**config.mk**
```make
export PLATFORM = sky130hd
export DESIGN_NAME = car_sensor_driver_flat
export DESIGN_NICKNAME = d
export VERILOG_FILES = /design/src/rtl/car_sensor_driver_pkg.sv /design/src/rtl/car_sensor_driver_if.sv /design/src/rtl/car_sensor_driver_dwell_timer.sv /design/src/rtl/car_sensor_driver.sv /design/src/flat_wrapper.sv
export SDC_FILE = /design/constraint.sdc
export NUM_CORES = 1
export LEC_CHECK = 0
export BUFFER_PORTS_ARGS = -buffer_cell sky130_fd_sc_hd__clkbuf_2
export CORE_MARGIN = 10
export CORE_UTILIZATION = 50
export CTS_CLUSTER_DIAMETER = 80
export DETAILED_ROUTE_END_ITERATION = 6
export PLACE_DENSITY = 0.71
export REMOVE_ABC_BUFFERS = 1
export SLEW_MARGIN = 20
export SYNTH_ARGS = -nofsm -noshare
export SYNTH_HDL_FRONTEND = slang
export SYNTH_SLANG_ARGS = --single-unit
```
**constraint.sdc**
```tcl
create_clock -name clk -period 4.9 [get_ports clk]
set_input_delay 0.245 -clock clk [delete_from_list [all_inputs] [get_ports clk]]
set_output_delay 0.245 -clock clk [all_outputs]
set_load 0.02 [all_outputs]
```
**src/rtl/car_sensor_driver_pkg.sv**
```systemverilog
// Shared types and sensor encodings for the A/B gate waveform driver.
package car_sensor_driver_pkg;

    typedef enum logic [2:0] {IDLE, PH1, PH2, PH3, GAP} drv_state_t;
    typedef enum logic {DIR_ENTER, DIR_EXIT} dir_t;

    localparam logic [1:0] AB_CLEAR = 2'b00;
    localparam logic [1:0] AB_OUTER = 2'b10;
    localparam logic [1:0] AB_BOTH  = 2'b11;
    localparam logic [1:0] AB_INNER = 2'b01;

    // Exit is the enter waveform with the outer and inner sensors swapped.
    function automatic logic [1:0] ab_pattern(input drv_state_t s, input dir_t d);
        logic [1:0] ab;
        ab = AB_CLEAR;
        case (s)
            PH1:     ab = (d == DIR_ENTER) ? AB_OUTER : AB_INNER;
            PH2:     ab = AB_BOTH;
            PH3:     ab = (d == DIR_ENTER) ? AB_INNER : AB_OUTER;
            default: ab = AB_CLEAR;
        endcase
        return ab;
    endfunction

endpackage

```
**src/rtl/car_sensor_driver_if.sv**
```systemverilog
// Request/status bundle between a requester (master) and the sensor driver (slave).
interface car_sensor_driver_if #(
    parameter int unsigned CAPACITY = 25
);
    localparam int unsigned CNT_W = $clog2(CAPACITY + 1);

    logic             req_enter;
    logic             req_exit;
    logic             ready;
    logic             done;
    logic             rejected;
    logic             A;
    logic             B;
    logic [CNT_W-1:0] occupancy;

    modport master (
        output req_enter, req_exit,
        input  ready, done, rejected, A, B, occupancy
    );

    modport slave (
        input  req_enter, req_exit,
        output ready, done, rejected, A, B, occupancy
    );

endinterface

```
**src/rtl/car_sensor_driver_dwell_timer.sv**
```systemverilog
// Phase timer: expire is high during the last cycle of a DWELL-cycle phase.
module dwell_timer #(
    parameter int unsigned DWELL = 2
) (
    input  logic clk,
    input  logic i_clr_n,
    input  logic i_load,
    output logic o_expire
);
    localparam int unsigned TW = $clog2(DWELL + 1);

    logic [TW-1:0] r_cnt;
    logic          r_run;

    always_ff @(posedge clk) begin
        if (!i_clr_n) begin
            r_cnt <= '0;
            r_run <= 1'b0;
        end else if (i_load) begin
            r_cnt <= TW'(DWELL - 1);
            r_run <= 1'b1;
        end else if (r_run) begin
            if (r_cnt == '0)
                r_run <= 1'b0;
            else
                r_cnt <= r_cnt - TW'(1);
        end
    end

    assign o_expire = r_run && (r_cnt == '0);

endmodule

```
**src/rtl/car_sensor_driver.sv**
```systemverilog
// Emits enter/exit A/B sensor sequences and tracks the resulting lot occupancy.
module car_sensor_driver
    import car_sensor_driver_pkg::*;
#(
    parameter int unsigned DWELL    = 2,
    parameter int unsigned CAPACITY = 25
) (
    input  logic                 clk,
    input  logic                 reset,
    car_sensor_driver_if.slave   bus
);
    localparam int unsigned    CNT_W   = $clog2(CAPACITY + 1);
    localparam logic [CNT_W-1:0] CAP_VAL = CNT_W'(CAPACITY);

    drv_state_t       r_state, w_state_nxt;
    dir_t             r_dir, w_dir_nxt;
    logic [CNT_W-1:0] r_occ, w_occ_nxt;
    logic [1:0]       r_ab, w_ab_nxt;
    logic             r_ready, r_done, r_rejected;
    logic             w_ready_nxt, w_done_nxt, w_rej_nxt;
    logic             w_accept, w_reject, w_expire, w_load;

    dwell_timer #(.DWELL(DWELL)) u_timer (
        .clk      (clk),
        .i_clr_n  (reset),
        .i_load   (w_load),
        .o_expire (w_expire)
    );

    always_ff @(posedge clk) begin
        if (!reset) begin
            r_state    <= IDLE;
            r_dir      <= DIR_ENTER;
            r_occ      <= '0;
            r_ab       <= AB_CLEAR;
            r_ready    <= 1'b1;
            r_done     <= 1'b0;
            r_rejected <= 1'b0;
        end else begin
            r_state    <= w_state_nxt;
            r_dir      <= w_dir_nxt;
            r_occ      <= w_occ_nxt;
            r_ab       <= w_ab_nxt;
            r_ready    <= w_ready_nxt;
            r_done     <= w_done_nxt;
            r_rejected <= w_rej_nxt;
        end
    end

    // Enter wins when both requests arrive together; exit is then dropped.
    always_comb begin
        w_state_nxt = r_state;
        w_dir_nxt   = r_dir;
        w_accept    = 1'b0;
        w_reject    = 1'b0;
        case (r_state)
            IDLE: begin
                if (bus.req_enter) begin
                    if (r_occ == CAP_VAL) begin
                        w_reject = 1'b1;
                    end else begin
                        w_accept  = 1'b1;
                        w_dir_nxt = DIR_ENTER;
                    end
                end else if (bus.req_exit) begin
                    if (r_occ == '0) begin
                        w_reject = 1'b1;
                    end else begin
                        w_accept  = 1'b1;
                        w_dir_nxt = DIR_EXIT;
                    end
                end
                if (w_accept)
                    w_state_nxt = PH1;
            end
            PH1:     if (w_expire) w_state_nxt = PH2;
            PH2:     if (w_expire) w_state_nxt = PH3;
            PH3:     if (w_expire) w_state_nxt = GAP;
            GAP:     if (w_expire) w_state_nxt = IDLE;
            default: w_state_nxt = IDLE;
        endcase
        w_load = w_accept || (w_expire && (r_state inside {PH1, PH2, PH3}));
    end

    // Outputs are computed for the next state so every port comes straight from a flop.
    always_comb begin
        w_ab_nxt    = ab_pattern(w_state_nxt, w_dir_nxt);
        w_ready_nxt = (w_state_nxt == IDLE);
        w_done_nxt  = (r_state == GAP) && w_expire;
        w_rej_nxt   = w_reject;
        w_occ_nxt   = r_occ;
        if (w_done_nxt) begin
            if (r_dir == DIR_ENTER && r_occ != CAP_VAL)
                w_occ_nxt = r_occ + CNT_W'(1);
            else if (r_dir == DIR_EXIT && r_occ != '0)
                w_occ_nxt = r_occ - CNT_W'(1);
        end
    end

    assign bus.A         = r_ab[1];
    assign bus.B         = r_ab[0];
    assign bus.ready     = r_ready;
    assign bus.done      = r_done;
    assign bus.rejected  = r_rejected;
    assign bus.occupancy = r_occ;

endmodule

```
**src/flat_wrapper.sv**
```systemverilog
// flat-port wrapper written by rule: the top's interface ports become plain ports
module car_sensor_driver_flat import car_sensor_driver_pkg::*;
#(
    parameter int unsigned DWELL    = 2,
    parameter int unsigned CAPACITY = 25
)
  (clk, reset, bus_req_enter, bus_req_exit, bus_ready, bus_done, bus_rejected, bus_A, bus_B, bus_occupancy);
  car_sensor_driver_if #(.CAPACITY(CAPACITY)) bus_i ();
  input  logic clk;
  input  logic reset;
  input wire logic [$bits(bus_i.req_enter)-1:0] bus_req_enter;
  input wire logic [$bits(bus_i.req_exit)-1:0] bus_req_exit;
  output wire logic [$bits(bus_i.ready)-1:0] bus_ready;
  output wire logic [$bits(bus_i.done)-1:0] bus_done;
  output wire logic [$bits(bus_i.rejected)-1:0] bus_rejected;
  output wire logic [$bits(bus_i.A)-1:0] bus_A;
  output wire logic [$bits(bus_i.B)-1:0] bus_B;
  output wire logic [$bits(bus_i.occupancy)-1:0] bus_occupancy;
  assign bus_i.req_enter = bus_req_enter;
  assign bus_i.req_exit = bus_req_exit;
  assign bus_ready = bus_i.ready;
  assign bus_done = bus_i.done;
  assign bus_rejected = bus_i.rejected;
  assign bus_A = bus_i.A;
  assign bus_B = bus_i.B;
  assign bus_occupancy = bus_i.occupancy;
  car_sensor_driver #(.DWELL(DWELL), .CAPACITY(CAPACITY)) u_core (.clk(clk), .reset(reset), .bus(bus_i));
endmodule
```
==> tab_implementation.tex, run 1 <==
\begin{tabular}{lr}
\hline
Metric & Value \\
\hline
\multicolumn{2}{l}{\textbf{Critical path}} \\
\quad Start-to-end type of the worst setup path & reg -> reg \\
\quad Crit path capture type & register \\
\quad Required time at the worst-slack endpoint & 5.13 ns \\
\quad Cell-by-cell trace of the critical path & or2\_2 > o21bai\_1 > ha\_1 > a21o\_1 > a21oi\_1 > xnor2\_1 > nand3\_1 > a21oi\_2 \\
\quad Critical Path AT & 2.68 ns \\
\quad Nature of the critical path startpoint & register \\
\quad Highest net fanout along the worst path & 6 \\
\quad Slowest cell on the critical path & o21bai\_1 \\
\quad Max incr delay on CP & 0.51 ns \\
\quad Critical path's top delay family & compound AO/OA/AOI/OAI gates \\
\quad Worst path buffer plus inverter count & 0 \\
\multicolumn{2}{l}{\textbf{Clock network}} \\
\quad Number of hold-repair buffers added at the cts stage & 0 \\
\quad Clock-pin slew reported for the worst setup and hold paths after clock tree synthesis & 0.09 ns \\
\quad Number of clock sinks & 17 \\
\quad Number of buffers on the longest clock path & 2 \\
\quad Library cell used as clock root buffer & clkbuf\_4 \\
\quad TritonCTS clock tree & built \\
\quad Number of H-tree levels & 1 \\
\quad Number of post-CTS setup repair buffers & 0 \\
\quad Post-CTS resize count & 0 \\
\quad Number of clock buffers inserted by TritonCTS & 3 \\
\quad Insertion delay of the later-clocked pin in the worst-skew pair & around 0.29 ns \\
\multicolumn{2}{l}{\textbf{Place}} \\
\quad Placed wire-length estimate & between 1000 and 1500 um \\
\quad Number of input and output port buffers inserted & 13 \\
\quad Routability cong. & 0.784 \\
\quad Cell Area, Placed & $\sim$980 um\^{}2 \\
\quad Placed insts & $\sim$140 \\
\quad Setup WS pre-CTS & 2.46 ns \\
\multicolumn{2}{l}{\textbf{Synthesis}} \\
\quad Main synth FF type & dfxtp\_1 \\
\quad Summed instance area of the synthesized netlist & 923 um\^{}2 \\
\quad Area share of the largest cell type after synthesis & 0.369 \\
\quad Warnings from Yosys & 0 \\
\quad Sequential cell area fraction in the yosys report & 0.369 \\
\quad Cell type contributing the most total cell area after synthesis & dfxtp\_1 \\
\quad Top cells by area, synth & dfxtp\_1 37\%, ha\_1 5.4\%, xnor2\_1 4.7\% \\
\quad Post-synthesis area per instance & around 9.2 um\^{}2 \\
\quad Count of different cell masters after synthesis & 37 \\
\quad Number of enable-type register cells in the synthesized netlist & 0 \\
\quad Proportion of synthesized flip-flops having asynchronous set or reset & 0 \\
\quad Post-synthesis cell count & 100 \\
\quad FF+latch count, synth & 17 \\
\multicolumn{2}{l}{\textbf{Die}} \\
\quad Initial standard-cell utilization of the core & 0.529 \\
\quad Total die area & $\sim$0.0040 mm\^{}2 \\
\quad X dimension of the die & 63.0 um \\
\quad Boundary pin count & 14 \\
\quad Height of the die & 63.0 um \\
\quad Row count & 15 \\
\quad Core ar. & 0.00175 mm\^{}2 \\
\multicolumn{2}{l}{\textbf{Global routing}} \\
\quad Vias in the first global route & 667 \\
\quad Maximum number of pins on one net before global-route repair & 14 \\
\quad Global router's overall resource usage & 0.0930 \\
\quad Total congestion overflow after global routing & 0 \\
\quad First-pass GRT wire length & 3030 um \\
\quad Antenna violations before repair & 0 \\
\multicolumn{2}{l}{\textbf{Run}} \\
\quad Total of max-cap violations & 0 \\
\multicolumn{2}{l}{\textbf{STA}} \\
\quad Total Neg Setup Slack & 0 ns \\
\quad Actual slew at the worst max-slew pin & approximately 0.60 ns \\
\quad Final period utilization & 0.499 \\
\quad Count of final hold-check violations & 0 \\
\quad Final critical path time including I/O delays and setup & 2.44 ns \\
\quad Maximum clock frequency & 409 MHz \\
\quad Worst setup skew after layout & slightly below 0.003 ns \\
\quad Setup violations, final & 0 \\
\quad Relative slew slack & 0.597 \\
\quad Worst hold margin & 0.140 ns \\
\quad Unrepaired setup endpoints after global routing & false \\
\quad Post-route worst setup slack & 2.46 ns \\
\quad Slew Viols, Final & 0 \\
\multicolumn{2}{l}{\textbf{Detailed routing}} \\
\quad DRT Wirelength & between 1500 and 2000 um \\
\quad Highest signal layer in the routed design & met4 \\
\quad Routed wl met3 & 124 um \\
\quad Metal1 wirelength & between 800 and 900 um \\
\quad Routed via count & 726 \\
\quad Initial DRT Pass Iterations & 2 \\
\quad WL/cell & 12.4 um \\
\quad Sum of met2 wire segment lengths after detailed routing & between 700 and 800 um \\
\quad DRC violations left & 0 \\
\quad DRC marker count from the first detailed-route iteration & 18 \\
\quad Number of routed nets with antenna violations & 0 \\
\quad Mean number of vias per cell & approximately 5.2 \\
\multicolumn{2}{l}{\textbf{Min path}} \\
\quad Worst min path class & in -> reg \\
\multicolumn{2}{l}{\textbf{Finish}} \\
\quad ANT cells & 0 \\
\quad Layout cell share with drive strength beyond 1 & 0.226 \\
\quad Post-layout util & 0.578 \\
\quad Final non-filler cell total & 140 \\
\quad Relative area change from synthesis to final layout & 9.35\% \\
\quad Most used cells in the layout excluding fill and tap cells & 17 x dfxtp\_1, 13 x clkbuf\_2, 11 x nor2\_1 \\
\quad Number of inserted filler cells in the final layout & about 160 \\
\quad Leading cell type in the layout, fill and taps excluded & dfxtp\_1 \\
\quad Number of nets in the layout & 125 \\
\quad Final Instance Area & a little over 0.001 mm\^{}2 \\
\multicolumn{2}{l}{\textbf{Outcome}} \\
\quad Result of the run & completed \\
\multicolumn{2}{l}{\textbf{Power}} \\
\quad Peak supply drop & 0.172 mV \\
\quad Static leakage & 0.467 nW \\
\quad Pwr dens & 268 mW/mm\^{}2 \\
\quad Sum of internal, switching and leakage power & 0.270 mW \\
\hline
\end{tabular}
## cell usage after synthesis (all sizes together) (2+ instances only)
cell type,instances
xnor2,5
a21o,3
or2,2
nor2b,2
dfxtp,17
ha,4
a21oi,8
inv,6
nand2,5
nand3,4
nor2,12
mux2i,4
o211a,2
o21ai,5
nor3,2
## cells by family (layout without fill, tap and decap cells)
| logic type | Yosys count | count (layout) | share of synthesized area |
|---|---|---|---|
| buf+inv | 8 | 23 | 0.0637 |
| flops | 17 | 17 | 0.369 |
| xor+xnor | 6 | 6 | 0.0569 |
| simple gates | 35 | 35 | 0.206 |
| mux | 4 | 4 | 0.0434 |
| fa+ha+maj | 5 | 5 | 0.0759 |
| compound gates | 25 | 25 | 0.186 |
## state kept, by name, indices dropped and copies added (netlist names)
name	flops
u_core.bus.done	1
u_core.bus.occupancy	5
u_core.bus.ready	1
u_core.bus.rejected	1
u_core.r_ab	2
u_core.r_dir	1
u_core.r_state	3
u_core.u_timer.r_cnt	2
u_core.u_timer.r_run	1
## cell type report
cell class / instances / area (um^2) / share of cell area
inverter: 6 / 22.5 / 0.0223
multi-input combinational: 75 / 524 / 0.519
sequential: 17 / 340 / 0.337
timing repair buffer: 13 / 65.1 / 0.0644
tap: 25 / 31.3 / 0.0310
clock buffer: 4 / 26.3 / 0.0260
## path summary, 6_finish.rpt
check	start	endpoint	slack [ns]	cells past startpoint
setup / recovery	u_core.bus.occupancy[1]	u_core.bus.occupancy[4]	2.46	8
hold reg to reg	u_core.u_timer.r_cnt[1]	u_core.u_timer.r_cnt[1]	0.55	2
hold / removal	reset	u_core.bus.ready	0.14	2
setup reg to reg	u_core.bus.occupancy[1]	u_core.bus.occupancy[4]	2.46	8
## report_power, final
group / internal (mW) / leakage, nW / switching (mW)
Clock: 0.0317 / 0.0150 / 0.0435
Combinational: 0.0178 / 0.314 / 0.0259
Sequential: 0.146 / 0.139 / 0.00553
## per-layer routing
layer  track usage  up-vias
li1              -      387
met1         0.101      318
met2         0.138       17
met3        0.0448        4
met4        0.0642        0
met5             0        -
No activity file was read; power rests on OpenSTA's default activity.
==> run 2: changes to the inputs <==
Settings changed: CORE_UTILIZATION 50 to 49, PLACE_DENSITY 0.71 to 0.73.
Clock period 4.9 ns to 2.1 ns, I/O delays scaled along.
==> run 2 against run 1 <==
Compared with the run above:
- global-route usage is 0.058 points lower
- die area is 1.4% higher
- worst hold slack worse by 0.12 ns
- highest routed layer unchanged
- critical path depth increased by 1
- clock power grew 130%
- count of clock-buffer cells in the layout stayed put
- cell area increased by 5.3%
- cell count grew 3.6%
- critical path type unchanged
==> tab_implementation.tex, run 2 (synthesis gave the netlist of run 1 again) <==
\begin{tabular}{lr}
\hline
Metric & Value \\
\hline
\multicolumn{2}{l}{\textbf{Die}} \\
\quad Boundary pin count & 14 (unchanged) \\
\quad Row count & 15 (unchanged) \\
\quad X dimension of the die & 63.4 um (was 63.0 um) \\
\quad Total die area & 0.00402 mm\^{}2 (was 0.00397 mm\^{}2) \\
\quad Initial standard-cell utilization of the core & 0.523 (was 0.529) \\
\quad Core ar. & 0.00176 mm\^{}2 (was 0.00175 mm\^{}2) \\
\quad Height of the die & 63.4 um (was 63.0 um) \\
\multicolumn{2}{l}{\textbf{STA}} \\
\quad Slew Viols, Final & 0 (unchanged) \\
\quad Relative slew slack & 0.739 (was 0.597) \\
\quad Actual slew at the worst max-slew pin & 0.391 ns (was 0.603 ns) \\
\quad Worst setup skew after layout & 0.00417 ns (was 0.00289 ns) \\
\quad Worst hold margin & 0.0191 ns (was 0.140 ns) \\
\quad Final critical path time including I/O delays and setup & 1.99 ns (was 2.44 ns) \\
\quad Final period utilization & 0.950 (was 0.499) \\
\quad Setup violations, final & 0 (unchanged) \\
\quad Maximum clock frequency & 501 MHz (was 409 MHz) \\
\quad Count of final hold-check violations & 0 (unchanged) \\
\multicolumn{2}{l}{\textbf{Clock network}} \\
\quad TritonCTS clock tree & built (unchanged) \\
\quad Library cell used as clock root buffer & clkbuf\_4 (unchanged) \\
\quad Clock-pin slew reported for the worst setup and hold paths after clock tree synthesis & 0.10 ns (was 0.09 ns) \\
\quad Number of clock buffers inserted by TritonCTS & 3 (unchanged) \\
\quad Insertion delay of the later-clocked pin in the worst-skew pair & 0.28 ns (was 0.29 ns) \\
\quad Number of H-tree levels & 1 (unchanged) \\
\quad Number of clock sinks & 17 (unchanged) \\
\quad Number of buffers on the longest clock path & 2 (unchanged) \\
\quad Number of post-CTS setup repair buffers & 0 (unchanged) \\
\multicolumn{2}{l}{\textbf{Place}} \\
\quad Number of input and output port buffers inserted & 13 (unchanged) \\
\quad Routability cong. & 0.775 (was 0.784) \\
\quad Placed insts & 141 (was 136) \\
\quad Placed wire-length estimate & 1450 um (was 1360 um) \\
\multicolumn{2}{l}{\textbf{Critical path}} \\
\quad Cell-by-cell trace of the critical path & or2\_2 > o21bai\_4 > buf\_4 > fa\_1 > a21o\_1 > a21oi\_1 > xnor2\_1 > nand3\_1 > a21oi\_2 (was or2\_2 > o21bai\_1 > ha\_1 > a21o\_1 > a21oi\_1 > xnor2\_1 > nand3\_1 > a21oi\_2) \\
\quad Critical Path AT & 2.22 ns (was 2.68 ns) \\
\quad Required time at the worst-slack endpoint & 2.32 ns (was 5.13 ns) \\
\quad Highest net fanout along the worst path & 5 (was 6) \\
\quad Nature of the critical path startpoint & register (unchanged) \\
\quad Critical path's top delay family & compound AO/OA/AOI/OAI gates (unchanged) \\
\quad Crit path capture type & register (unchanged) \\
\quad Worst Setup SP & u\_core.bus.occupancy[1] (unchanged) \\
\quad Start-to-end type of the worst setup path & reg -> reg (unchanged) \\
\quad Worst path buffer plus inverter count & 1 (was 0) \\
\quad Slowest cell on the critical path & fa\_1 (was o21bai\_1) \\
\quad Max incr delay on CP & 0.40 ns (was 0.51 ns) \\
\quad R2R Path Start & u\_core.bus.occupancy[1] (unchanged) \\
\multicolumn{2}{l}{\textbf{Detailed routing}} \\
\quad WL/cell & 13.1 um (was 12.4 um) \\
\quad Mean number of vias per cell & 5.34 (was 5.19) \\
\quad Number of routed nets with antenna violations & 0 (unchanged) \\
\quad DRT Wirelength & 1900 um (was 1740 um) \\
\quad Routed via count & 774 (was 726) \\
\quad DRC marker count from the first detailed-route iteration & 10 (was 18) \\
\quad Initial DRT Pass Iterations & 4 (was 2) \\
\quad DRC violations left & 0 (unchanged) \\
\multicolumn{2}{l}{\textbf{Finish}} \\
\quad Post-layout util & 0.603 (was 0.578) \\
\quad Area of all sequential standard cells & 340 um\^{}2 (unchanged) \\
\quad Layout cell share with drive strength beyond 1 & 0.275 (was 0.226) \\
\quad Relative area change from synthesis to final layout & 15.2\% (was 9.35\%) \\
\quad Flip-flop count of the largest register, all copies and words added & 5 (unchanged) \\
\quad Number of nets in the layout & 130 (was 125) \\
\quad Leading cell type in the layout, fill and taps excluded & dfxtp\_1 (unchanged) \\
\quad Most used cells in the layout excluding fill and tap cells & 17 x dfxtp\_1, 13 x clkbuf\_2, 11 x nor2\_1 (unchanged) \\
\quad Final non-filler cell total & 145 (was 140) \\
\quad ANT cells & 0 (unchanged) \\
\quad Number of inserted filler cells in the final layout & 172 (was 162) \\
\quad Multi-input gate area & 541 um\^{}2 (was 524 um\^{}2) \\
\multicolumn{2}{l}{\textbf{Global routing}} \\
\quad First-pass GRT wire length & 3190 um (was 3030 um) \\
\quad Global router's overall resource usage & 0.0924 (was 0.0930) \\
\quad Antenna violations before repair & 0 (unchanged) \\
\quad Maximum number of pins on one net before global-route repair & 14 (unchanged) \\
\quad Total congestion overflow after global routing & 0 (unchanged) \\
\quad Vias in the first global route & 726 (was 667) \\
\multicolumn{2}{l}{\textbf{Power}} \\
\quad Pwr dens & 592 mW/mm\^{}2 (was 268 mW/mm\^{}2) \\
\quad Peak supply drop & 0.461 mV (was 0.172 mV) \\
\quad Static leakage & 0.501 nW (was 0.467 nW) \\
\multicolumn{2}{l}{\textbf{Min path}} \\
\quad HP Start & reset (unchanged) \\
\quad Worst min path class & in -> reg (unchanged) \\
\multicolumn{2}{l}{\textbf{Outcome}} \\
\quad Result of the run & completed (unchanged) \\
\multicolumn{2}{l}{\textbf{Run}} \\
\quad Total of max-cap violations & 0 (unchanged) \\
\hline
\end{tabular}
==> run 2: layer usage <==
metal | vias up | track usage | part of all wire
met5 | - | 0 | 0
met4 | 0 | 0.0164 | 0.0053
met3 | 2 | 0.0283 | 0.060
met2 | 19 | 0.151 | 0.47
met1 | 355 | 0.117 | 0.47
li1 | 398 | - | -
==> run 2: cell type report <==
class                      instances  share of cell area
inverter                           6              0.0212
multi-input combinational         75               0.508
tap                               25              0.0294
sequential                        17               0.320
timing repair buffer              18              0.0965
clock buffer                       4              0.0247
==> run 2: where the power goes <==
| group | leakage, nW | switching, mW | total, mW | internal [mW] |
|---|---|---|---|---|
| Clock | 0.0150 | 0.102 | 0.175 | 0.0736 |
| Sequential | 0.139 | 0.0126 | 0.353 | 0.340 |
| Combinational | 0.347 | 0.0607 | 0.102 | 0.0414 |
| Total | 0.501 | 0.175 | 0.630 | 0.455 |
==> run 2: through the flow <==
stage / cell area [um^2] / setup WS (ns) / total power [mW] / setup TNS, ns
after CTS: 1050 / 0.0816 / 0.630 / 0
after floorplan: 887 / -0.194 / 0.435 / -0.241
after global placement: 1020 / 0.181 / 0.459 / 0
after global routing: 1060 / -0.0128 / 0.669 / -0.0128
after detailed placement: 1020 / 0.113 / 0.462 / 0
final: 1060 / 0.106 / 0.630 / 0
==> run 2: worst reg2reg max path, cell delays in order (launching register included) <==
cell and delay, ns:
dfxtp_1 0.34, or2_2 0.17, o21bai_4 0.09, buf_4 0.16
fa_1 0.40, a21o_1 0.17, a21oi_1 0.16, xnor2_1 0.16
nand3_1 0.13, a21oi_2 0.15
==> run 2: final timing paths <==
kind,slack [ns],depth (start not counted),to
setup / recovery,0.11,9,u_core.bus.occupancy[4]
hold reg to reg,0.58,2,u_core.u_timer.r_cnt[0]
setup reg to reg,0.11,9,u_core.bus.occupancy[4]
hold / removal,0.02,2,u_core.bus.ready
==> run 2: timing repair <==
action / 4_1_cts / 5_1_grt
resized for setup: 0 / 2
endpoints found under the setup margin: 0 / 2
hold buffers: 0 / 0
==> run 3: changes to the inputs <==
Settings changed: CAP_MARGIN set to 40, CORE_UTILIZATION 49 to 50, CTS_BUF_LIST set to sky130_fd_sc_hd__clkbuf_2 sky130_fd_sc_hd__clkbuf_4 sky130_fd_sc_hd__clkbuf_8, PLACE_DENSITY 0.73 to 0.74.
==> run 3 against run 2 <==
Compared with the run above:
- combinational power hardly changed
- non-clock buffer count is 1 lower
- largest power group unchanged
- clock skew is 0.0072 ns higher
- maximum frequency is 2.4% higher
- worst hold slack better by 0.0069 ns
- count of clock-buffer cells in the layout stayed put
- setup slack better by 0.047 ns
- utilization is 1.0 points higher
- cell area is 0.59% higher
- cell count is 0.69% lower
- die area is 1.4% lower
- largest cell class unchanged
==> tab_implementation.tex, run 3 (synthesis gave the netlist of run 1 again) <==
\begin{tabular}{lr}
\hline
Metric & Value \\
\hline
\multicolumn{2}{l}{\textbf{Outcome}} \\
\quad Result of the run & completed (unchanged) \\
\multicolumn{2}{l}{\textbf{Detailed routing}} \\
\quad Number of routed nets with antenna violations & 0 (unchanged) \\
\quad DRT Wirelength & 1860 um (was 1900 um) \\
\quad WL/cell & 12.9 um (was 13.1 um) \\
\quad Initial DRT Pass Iterations & 4 (unchanged) \\
\quad DRC marker count from the first detailed-route iteration & 16 (was 10) \\
\quad DRC violations left & 0 (unchanged) \\
\quad Mean number of vias per cell & 5.30 (was 5.34) \\
\quad Routed via count & 763 (was 774) \\
\multicolumn{2}{l}{\textbf{Finish}} \\
\quad ANT cells & 0 (unchanged) \\
\quad Most used cells in the layout excluding fill and tap cells & 17 x dfxtp\_1, 13 x clkbuf\_2, 11 x nor2\_1 (unchanged) \\
\quad Final non-filler cell total & 144 (was 145) \\
\quad Layout cell share with drive strength beyond 1 & 0.294 (was 0.275) \\
\quad Leading cell type in the layout, fill and taps excluded & dfxtp\_1 (unchanged) \\
\quad Number of nets in the layout & 129 (was 130) \\
\quad Flip-flop count of the largest register, all copies and words added & 5 (unchanged) \\
\quad Relative area change from synthesis to final layout & 15.9\% (was 15.2\%) \\
\multicolumn{2}{l}{\textbf{Die}} \\
\quad Boundary pin count & 14 (unchanged) \\
\quad Row count & 15 (unchanged) \\
\quad Initial standard-cell utilization of the core & 0.529 (was 0.523) \\
\quad Core ar. & 0.00175 mm\^{}2 (was 0.00176 mm\^{}2) \\
\quad Total die area & 0.00397 mm\^{}2 (was 0.00402 mm\^{}2) \\
\quad Height of the die & 63.0 um (was 63.4 um) \\
\quad X dimension of the die & 63.0 um (was 63.4 um) \\
\multicolumn{2}{l}{\textbf{Power}} \\
\quad P\_int & 0.468 mW (was 0.455 mW) \\
\quad Clock power share & 0.287 (was 0.278) \\
\quad Switching share of power & 0.266 (was 0.278) \\
\quad Static leakage & 0.499 nW (was 0.501 nW) \\
\quad Net Switching & 0.170 mW (was 0.175 mW) \\
\quad Pwr dens & 596 mW/mm\^{}2 (was 592 mW/mm\^{}2) \\
\quad Reg power frac & 0.554 (was 0.560) \\
\quad Part of the total power dissipated in combinational logic & 0.159 (was 0.162) \\
\quad Peak supply drop & 0.429 mV (was 0.461 mV) \\
\quad Sum of internal, switching and leakage power & 0.638 mW (was 0.630 mW) \\
\multicolumn{2}{l}{\textbf{Clock network}} \\
\quad Number of clock sinks & 17 (unchanged) \\
\quad Library cell used as clock root buffer & clkbuf\_4 (unchanged) \\
\quad Number of post-CTS setup repair buffers & 0 (unchanged) \\
\quad TritonCTS clock tree & built (unchanged) \\
\quad Post-CTS resize count & 0 (unchanged) \\
\quad Number of clock buffers inserted by TritonCTS & 3 (unchanged) \\
\quad Number of buffers on the longest clock path & 2 (unchanged) \\
\quad Number of hold-repair buffers added at the cts stage & 0 (unchanged) \\
\quad Insertion delay of the later-clocked pin in the worst-skew pair & 0.28 ns (about the same) \\
\quad Number of H-tree levels & 1 (unchanged) \\
\quad Clock-pin slew reported for the worst setup and hold paths after clock tree synthesis & 0.10 ns (about the same) \\
\multicolumn{2}{l}{\textbf{Critical path}} \\
\quad Cell-by-cell trace of the critical path & nand3\_2 > o21bai\_4 > buf\_4 > fa\_1 > a21o\_1 > a21oi\_2 > xnor2\_1 > nand3\_1 > a21oi\_2 (was or2\_2 > o21bai\_4 > buf\_4 > fa\_1 > a21o\_1 > a21oi\_1 > xnor2\_1 > nand3\_1 > a21oi\_2) \\
\quad Slowest cell on the critical path & fa\_1 (unchanged) \\
\quad Highest net fanout along the worst path & 5 (unchanged) \\
\quad Max incr delay on CP & 0.40 ns (about the same) \\
\quad Critical path's top delay family & compound AO/OA/AOI/OAI gates (unchanged) \\
\quad Worst path buffer plus inverter count & 1 (unchanged) \\
\quad Most common cell on crit path & a21oi\_2 \\
\quad Depth of the worst register-to-register path & 9 (unchanged) \\
\quad Required time at the worst-slack endpoint & 2.32 ns (about the same) \\
\quad Nature of the critical path startpoint & register (unchanged) \\
\quad Critical Path AT & 2.17 ns (was 2.22 ns) \\
\quad Start-to-end type of the worst setup path & reg -> reg (unchanged) \\
\quad Crit path capture type & register (unchanged) \\
\quad Critical Path Stages & 9 (unchanged) \\
\multicolumn{2}{l}{\textbf{Place}} \\
\quad Routability cong. & 0.763 (was 0.775) \\
\quad Number of input and output port buffers inserted & 13 (unchanged) \\
\quad Placed wire-length estimate & 1420 um (was 1450 um) \\
\quad Placed insts & 140 (was 141) \\
\multicolumn{2}{l}{\textbf{STA}} \\
\quad Slew Viols, Final & 0 (unchanged) \\
\quad Maximum clock frequency & 513 MHz (was 501 MHz) \\
\quad Worst hold margin & 0.0260 ns (was 0.0191 ns) \\
\quad Setup violations, final & 0 (unchanged) \\
\quad Unrepaired setup endpoints after global routing & false \\
\quad Final critical path time including I/O delays and setup & 1.95 ns (was 1.99 ns) \\
\quad Final period utilization & 0.927 (was 0.950) \\
\quad Count of final hold-check violations & 0 (unchanged) \\
\quad Worst setup skew after layout & 0.0114 ns (was 0.00417 ns) \\
\quad Actual slew at the worst max-slew pin & 0.417 ns (was 0.391 ns) \\
\quad Relative slew slack & 0.722 (was 0.739) \\
\quad Total Neg Setup Slack & 0 ns (unchanged) \\
\multicolumn{2}{l}{\textbf{Global routing}} \\
\quad Vias in the first global route & 734 (was 726) \\
\quad Global router's overall resource usage & 0.100 (was 0.0924) \\
\quad Antenna violations before repair & 0 (unchanged) \\
\quad Maximum number of pins on one net before global-route repair & 14 (unchanged) \\
\quad First-pass GRT wire length & 3310 um (was 3190 um) \\
\quad Total congestion overflow after global routing & 0 (unchanged) \\
\multicolumn{2}{l}{\textbf{Min path}} \\
\quad Hold Path Stages & 2 (unchanged) \\
\quad Worst min path class & in -> reg (unchanged) \\
\multicolumn{2}{l}{\textbf{Run}} \\
\quad Total of max-cap violations & 0 (unchanged) \\
\hline
\end{tabular}
run 3: area by class of cell:
type / instances / area, um^2
Fill cell: 161 / 676
Multi-Input combinational cell: 75 / 551
Sequential cell: 17 / 340
Timing Repair Buffer: 17 / 95.1
Tap cell: 25 / 31.3
Clock buffer: 4 / 30.0
Inverter: 6 / 22.5
run 3: final timing paths:
| check | from | endpoint | slack [ns] |
|---|---|---|---|
| setup / recovery | u_core.bus.occupancy[3] | u_core.bus.occupancy[4] | 0.15 |
| hold / removal | reset | u_core.bus.ready | 0.03 |
| setup reg to reg | u_core.bus.occupancy[3] | u_core.bus.occupancy[4] | 0.15 |
| hold reg to reg | u_core.u_timer.r_cnt[1] | u_core.u_timer.r_cnt[1] | 0.54 |
run 3: power by group through the flow:
stage	combinational, mW	sequential [mW]	clock, mW
global route	0.116	0.356	0.199
global placement	0.0985	0.360	0
CTS	0.102	0.354	0.197
floorplan	0.0663	0.369	0
detailed placement	0.101	0.361	0
finish	0.102	0.353	0.183
run 3: worst register-to-register path: cells and delay by family, from the launching register on:
kind            cells  cell delay, ns
simple gates        2            0.26
xor+xnor            1            0.15
buf+inv             1            0.16
fa+ha+maj           1            0.40
flops               1            0.37
compound gates      4            0.55
run 3: metal layers:
metal  vias to the layer above  GRT usage  routed length [um]
li1                        392          -                   -
met1                       351      0.120                 842
met2                        18      0.156                 888
met3                         2     0.0305                 103
met4                         0     0.0503                  23
met5                         -          0                   0
run 3: stage by stage:
stage / utilization / setup WS, ns / area [um^2]
5_1_grt: 0.613 / 0.00885 / 1070
3_5_place_dp: 0.581 / 0.0896 / 1010
2_1_floorplan: - / -0.194 / 887
4_1_cts: 0.598 / 0.0601 / 1040
3_3_place_gp: 0.581 / 0.165 / 1010
6_report: 0.613 / 0.153 / 1070
